File: src/rtl/int_ctrl_pkg.sv
// Shared FSM encoding and CPU register map for the interrupt priority controller.
package int_ctrl_pkg;

    typedef enum logic [2:0] {
        ST_IDLE    = 3'd0,
        ST_ARB     = 3'd1,
        ST_ASSERT  = 3'd2,
        ST_SERVICE = 3'd3,
        ST_CLEAR   = 3'd4
    } state_t;

    localparam logic [1:0] ADDR_ENABLE  = 2'd0;
    localparam logic [1:0] ADDR_ACK_ID  = 2'd1;
    localparam logic [1:0] ADDR_EOI     = 2'd2;
    localparam logic [1:0] ADDR_PENDING = 2'd3;

endpackage

File: src/rtl/int_prio_arb.sv
// Combinational winner select: first set request scanning upward from a
// start index with wrap-around. Fixed priority is the same scan from 0.
module int_prio_arb #(
    parameter int NSRC     = 8,
    parameter int IDW      = 3,
    parameter int ARB_MODE = 0
) (
    input  logic [NSRC-1:0] req,
    input  logic [IDW-1:0]  rr_ptr,
    output logic [IDW-1:0]  win_id,
    output logic            any
);

    logic found;

    // Scan NSRC positions from the start index; the first hit wins.
    always_comb begin
        int start;
        win_id = '0;
        found  = 1'b0;
        start  = (ARB_MODE == 1) ? int'(rr_ptr) : 0;
        for (int i = 0; i < NSRC; i++) begin
            int idx;
            idx = start + i;
            if (idx >= NSRC) idx = idx - NSRC;
            if (!found && req[idx]) begin
                found  = 1'b1;
                win_id = IDW'(idx);
            end
        end
        any = found;
    end

endmodule

File: src/rtl/int_prio_ctrl.sv
// Interrupt controller: masks latched sources, picks one, raises irq_o,
// then runs the ack / EOI handshake and pulses a clear to the serviced source.
module int_prio_ctrl
    import int_ctrl_pkg::*;
#(
    parameter int NSRC     = 8,
    parameter int IDW      = 3,
    parameter int ARB_MODE = 0
) (
    input  logic            clk,
    input  logic            rst_n,
    input  logic [NSRC-1:0] src_pend_i,
    input  logic            cpuren_i,
    input  logic            cpuwen_i,
    input  logic [1:0]      cpuaddr_i,
    input  logic [NSRC-1:0] cpudi_i,
    output logic [NSRC-1:0] cpudo_o,
    output logic            irq_o,
    output logic [NSRC-1:0] src_clr_o
);

    state_t          state, state_nxt;
    logic [NSRC-1:0] enable;
    logic [NSRC-1:0] req;
    logic [IDW-1:0]  active_id, active_nxt;
    logic [IDW-1:0]  rr_ptr, rr_nxt;
    logic [IDW-1:0]  win_id;
    logic            win_any;
    logic            ack_rd, eoi_wr, en_wr;

    assign req    = src_pend_i & enable;
    assign ack_rd = cpuren_i && (cpuaddr_i == ADDR_ACK_ID);
    assign eoi_wr = cpuwen_i && (cpuaddr_i == ADDR_EOI);
    assign en_wr  = cpuwen_i && (cpuaddr_i == ADDR_ENABLE);

    int_prio_arb #(
        .NSRC     (NSRC),
        .IDW      (IDW),
        .ARB_MODE (ARB_MODE)
    ) u_arb (
        .req    (req),
        .rr_ptr (rr_ptr),
        .win_id (win_id),
        .any    (win_any)
    );

    // Next-state, winner capture and round-robin pointer advance.
    always_comb begin
        state_nxt  = state;
        active_nxt = active_id;
        rr_nxt     = rr_ptr;
        case (state)
            ST_IDLE: begin
                if (req != '0) state_nxt = ST_ARB;
            end
            ST_ARB: begin
                if (win_any) begin
                    active_nxt = win_id;
                    state_nxt  = ST_ASSERT;
                end else begin
                    state_nxt  = ST_IDLE;
                end
            end
            ST_ASSERT: begin
                // An ack in the same cycle the source drops still wins: the
                // CPU has already seen a valid ID on that read.
                if (ack_rd) begin
                    state_nxt = ST_SERVICE;
                    if (ARB_MODE == 1)
                        rr_nxt = (active_id == IDW'(NSRC - 1)) ? '0 : active_id + 1'b1;
                end else if (!req[active_id]) begin
                    state_nxt = ST_IDLE;
                end
            end
            ST_SERVICE: begin
                if (eoi_wr) state_nxt = ST_CLEAR;
            end
            ST_CLEAR: begin
                state_nxt = ST_IDLE;
            end
            default: state_nxt = ST_IDLE;
        endcase
    end

    // State, mask and registered outputs; irq and clear follow the next state.
    always_ff @(posedge clk) begin
        if (!rst_n) begin
            state     <= ST_IDLE;
            enable    <= '0;
            active_id <= '0;
            rr_ptr    <= '0;
            irq_o     <= 1'b0;
            src_clr_o <= '0;
        end else begin
            state     <= state_nxt;
            active_id <= active_nxt;
            rr_ptr    <= rr_nxt;
            if (en_wr) enable <= cpudi_i;
            irq_o     <= (state_nxt == ST_ASSERT);
            src_clr_o <= (state_nxt == ST_CLEAR) ? (NSRC'(1) << active_id) : '0;
        end
    end

    // CPU read mux; zero whenever no read is in progress.
    always_comb begin
        cpudo_o = '0;
        if (cpuren_i) begin
            case (cpuaddr_i)
                ADDR_ENABLE:  cpudo_o = enable;
                ADDR_ACK_ID: begin
                    if (state inside {ST_ASSERT, ST_SERVICE, ST_CLEAR}) begin
                        cpudo_o[NSRC-1]  = 1'b1;
                        cpudo_o[IDW-1:0] = active_id;
                    end
                end
                ADDR_PENDING: cpudo_o = src_pend_i;
                default:      cpudo_o = '0;
            endcase
        end
    end

endmodule
File: config.mk
export PLATFORM = sky130hd
export DESIGN_NAME = int_prio_ctrl
export DESIGN_NICKNAME = d
export VERILOG_FILES = /design/src/rtl/int_ctrl_pkg.sv /design/src/rtl/int_prio_arb.sv /design/src/rtl/int_prio_ctrl.sv
export SDC_FILE = /design/constraint.sdc
export NUM_CORES = 1
export LEC_CHECK = 0
export CORE_MARGIN = 2
export CORE_UTILIZATION = 45
export DETAILED_ROUTE_END_ITERATION = 12
export PLACE_DENSITY = 0.78
export SLEW_MARGIN = 10
export SYNTH_ARGS = -nofsm -noshare
export SYNTH_HDL_FRONTEND = slang
export SYNTH_SLANG_ARGS = --single-unit
File: constraint.sdc
create_clock -name clk -period 2.25 [get_ports clk]
set_input_delay 0.45 -clock clk [delete_from_list [all_inputs] [get_ports clk]]
set_output_delay 0.45 -clock clk [all_outputs]
set_load 0.01 [all_outputs]
==> flow_summary.json <==
{
  "status": "complete, no violations",
  "first_global_vias": 1302,
  "grt_max_degree": 15,
  "async_reset_ff_share_pct": 0,
  "yosysSeqAreaShare_pct": 37.6,
  "initial_antenna_violation_count": 0,
  "design.portCount": 39,
  "post-cts-setup-buffers": 0,
  "synth.cells.most_frequent": "23 x dfxtp_1, 19 x nor2_1, 18 x nand2_1, 11 x nand3_1, 8 x a21boi_0",
  "post_route_cells_drive_above_1_share_pct": 23.7,
  "buffer_ports.inserted": 38,
  "setup_slack_ns": 0.132,
  "synthesis.instances": 145,
  "start_util_pct": 48.6,
  "drt_drc_violations_left": 0,
  "hold-path-cell-count": 2,
  "vertical_extent_of_the_die_um": 56.2,
  "tightestPinTransition_ns": 0.397,
  "dp_hpwl_um": 2640,
  "finalSetupViolations": 0,
  "number_of_h_tree_levels": 1,
  "synth.largest_area_cell": "dfxtp_1",
  "coreArea_mm2": 0.00252,
  "die_width_um": 56.2,
  "synth_enable_flop_cells": 0,
  "yosys.cell_types.count": 36,
  "crit_chain": "nor2b_2 > a21oi_1 > nor2b_1 > buf_4 > a222oi_1 > nor2_1 > buf_2",
  "worstSetupEndpointType": "output pin",
  "worst_clock_skew_ns": 0.00565,
  "timing.fmax_ghz": 0.472,
  "critical_path_class": "flip-flop to output pin",
  "dpl_cell_area_mm2": 0.00175,
  "data_arrival_time_at_the_worst_slack_endpoint_ns": 1.67,
  "synth.top_cell.area_share_pct": 37.6,
  "global_route.overflow_total": 0,
  "synthMostInstantiatedCell": "dfxtp_1",
  "ys_ff_latch": 23,
  "clkTransAtPathRegs_ns": 0.12,
  "routed_wl_um": 3380,
  "layout_worst_path_cycle_share_pct": 94.1,
  "clock_path_buffers": 2,
  "power.density_mw_per_mm2": 433,
  "cts_tree": "built",
  "timing.final.max_slew_violations": 0,
  "power.total_uw": 779,
  "fillerInstances": 215,
  "power.ir.vdd_worst_mv": 0.322,
  "routed-via-count": 1342,
  "synth-warning-count": 0,
  "final_net_count": 226,
  "cts_buffers": 3,
  "cts_hold_repair.buffers": 0,
  "dieArea_mm2": 0.00316,
  "postRouteAntennaNets": 0,
  "drt-wirelength-per-cell_um": 14.8,
  "holdWs_ns": 0.511,
  "worst_slew_margin_rel_pct": 73.5,
  "synthesis.area_mm2": 0.00123,
  "gp_congestion": 0.885,
  "synth.net_count": 172,
  "grt_setup_unrepaired": "no",
  "global_route_wire_length_before_repair_um": 5590,
  "place_worst_setup_slack_ns": -0.504,
  "critical_path.slowest_cell": "dfxtp_1",
  "netlist_top_cells_area": "dfxtp_1 38%, nor2_1 5.8%, nand2_1 5.5%",
  "via_per_inst": 5.89,
  "power.leakage_nw": 0.660,
  "maxCapViolations": 0,
  "cts_sinks": 23,
  "cp-start-kind": "flip-flop",
  "worst-path-max-fanout": 6,
  "crit_required_ns": 1.80,
  "post-route-cell-area_mm2": 0.00180,
  "area_growth_pct": 46.7,
  "postSynth.topFlopCell": "dfxtp_1",
  "initialDrtViolationCount": 57,
  "diodes": 0,
  "ctsRootBufferMaster": "clkbuf_4",
  "drt-pass1-iter-count": 6,
  "min-delay-path-class": "flip-flop to flip-flop",
  "rows": 18,
  "globalRouteTotalUtil_pct": 21.8,
  "final-hold-violation-count": 0,
  "synth_area_per_cell_um2": 8.46,
  "number_of_cells_on_the_worst_reg_to_reg_path": 5,
  "post-route-min-period_ns": 2.12,
  "worst_path_largest_cell_delay_ns": 0.46,
  "clock_latency_ns": 0.31
}
==> flip-flops by register name, summed over array words and instances (netlist names) <==
register,count
enable,8
src_clr_o,8
active_id,3
state,3
irq_o,1
==> report_power, final <==
part	internal [mW]	total (mW)	switching (mW)
sequential	0.415	0.426	0.0105
combinational	0.0888	0.159	0.0702
clock	0.0665	0.194	0.128
==> per-layer routing <==
layer  vias up  wire length [um]  global-route usage (%)
met5         -                 0                       0
met4         0                44                    8.84
met3         8               246                    4.42
met2        68              1670                    38.0
met1       631              1420                    26.0
li1        635                 -                       -
==> cell families (layout without fill, tap and decap cells) <==
group                    Yosys count  in the layout  synth area share [%]
adder cells (fa/ha/maj)            5              5                  5.10
flip-flops                        23             23                  37.6
AND/OR/NAND/NOR                   70             70                  27.3
multiplexers                       1              1                  1.84
AO/OA/AOI/OAI                     36             36                  24.9
buffers and inverters             10             63                  3.27
==> metrics by stage <==
step	util, %	instances	TNS [ns]
finish	71.3	228	0
global route	71.3	228	0
CTS	71.2	228	0
detailed placement	69.5	224	-3.59
global placement	69.5	224	-3.21
floorplan	-	145	0
==> path summary, 6_finish.rpt <==
check / startpoint / to / slack [ns]
setup reg to reg: enable[0] / irq_o / 0.52
setup / recovery: state[2] / cpudo_o[0] / 0.13
hold / removal: enable[5] / enable[5] / 0.51
hold reg to reg: enable[5] / enable[5] / 0.51
==> critical path, delay by kind of cell, from the launching register on <==
family / cells / cell delay, ns
AO/OA/AOI/OAI: 2 / 0.39
AND/OR/NAND/NOR: 3 / 0.21
flip-flops: 1 / 0.46
buffers and inverters: 2 / 0.29
==> area by class of cell <==
| class | instances | area (um^2) | area share, % |
|---|---|---|---|
| clock buffer | 3 | 22.5 | 1.25 |
| clock inverter | 1 | 5.00 | 0.278 |
| inverter | 2 | 7.51 | 0.417 |
| multi-input combinational | 112 | 759 | 42.2 |
| sequential | 23 | 462 | 25.7 |
| tap | 30 | 37.5 | 2.09 |
| timing repair buffer | 57 | 505 | 28.1 |
==> timing repair <==
action,4_1_cts,5_1_grt
resized for setup,37,2
endpoints found under the hold margin,0,0
pin swaps,4,0
endpoints found under the setup margin,8,1
==> placed cells by master (no fill, tap or decap), types with 2 or more instances in the layout <==
cell	Yosys	final
nand2_1	18	18
dlygate4sd2_1	0	2
dfxtp_1	23	22
a21boi_0	8	8
and2_1	2	2
clkdlybuf4s15_2	0	4
o221a_2	2	2
buf_2	2	4
a222oi_1	3	3
nand4_1	2	2
o21ai_0	4	4
buf_4	0	19
or3_1	2	2
a21oi_1	4	4
nand3_1	11	11
ha_2	0	2
clkdlybuf4s50_1	0	28
nand2b_1	5	4
ha_1	5	2
nor3_1	3	3
clkbuf_4	0	3
nor2_1	19	19
a22oi_1	5	5
No activity file was read; power rests on OpenSTA's default activity.
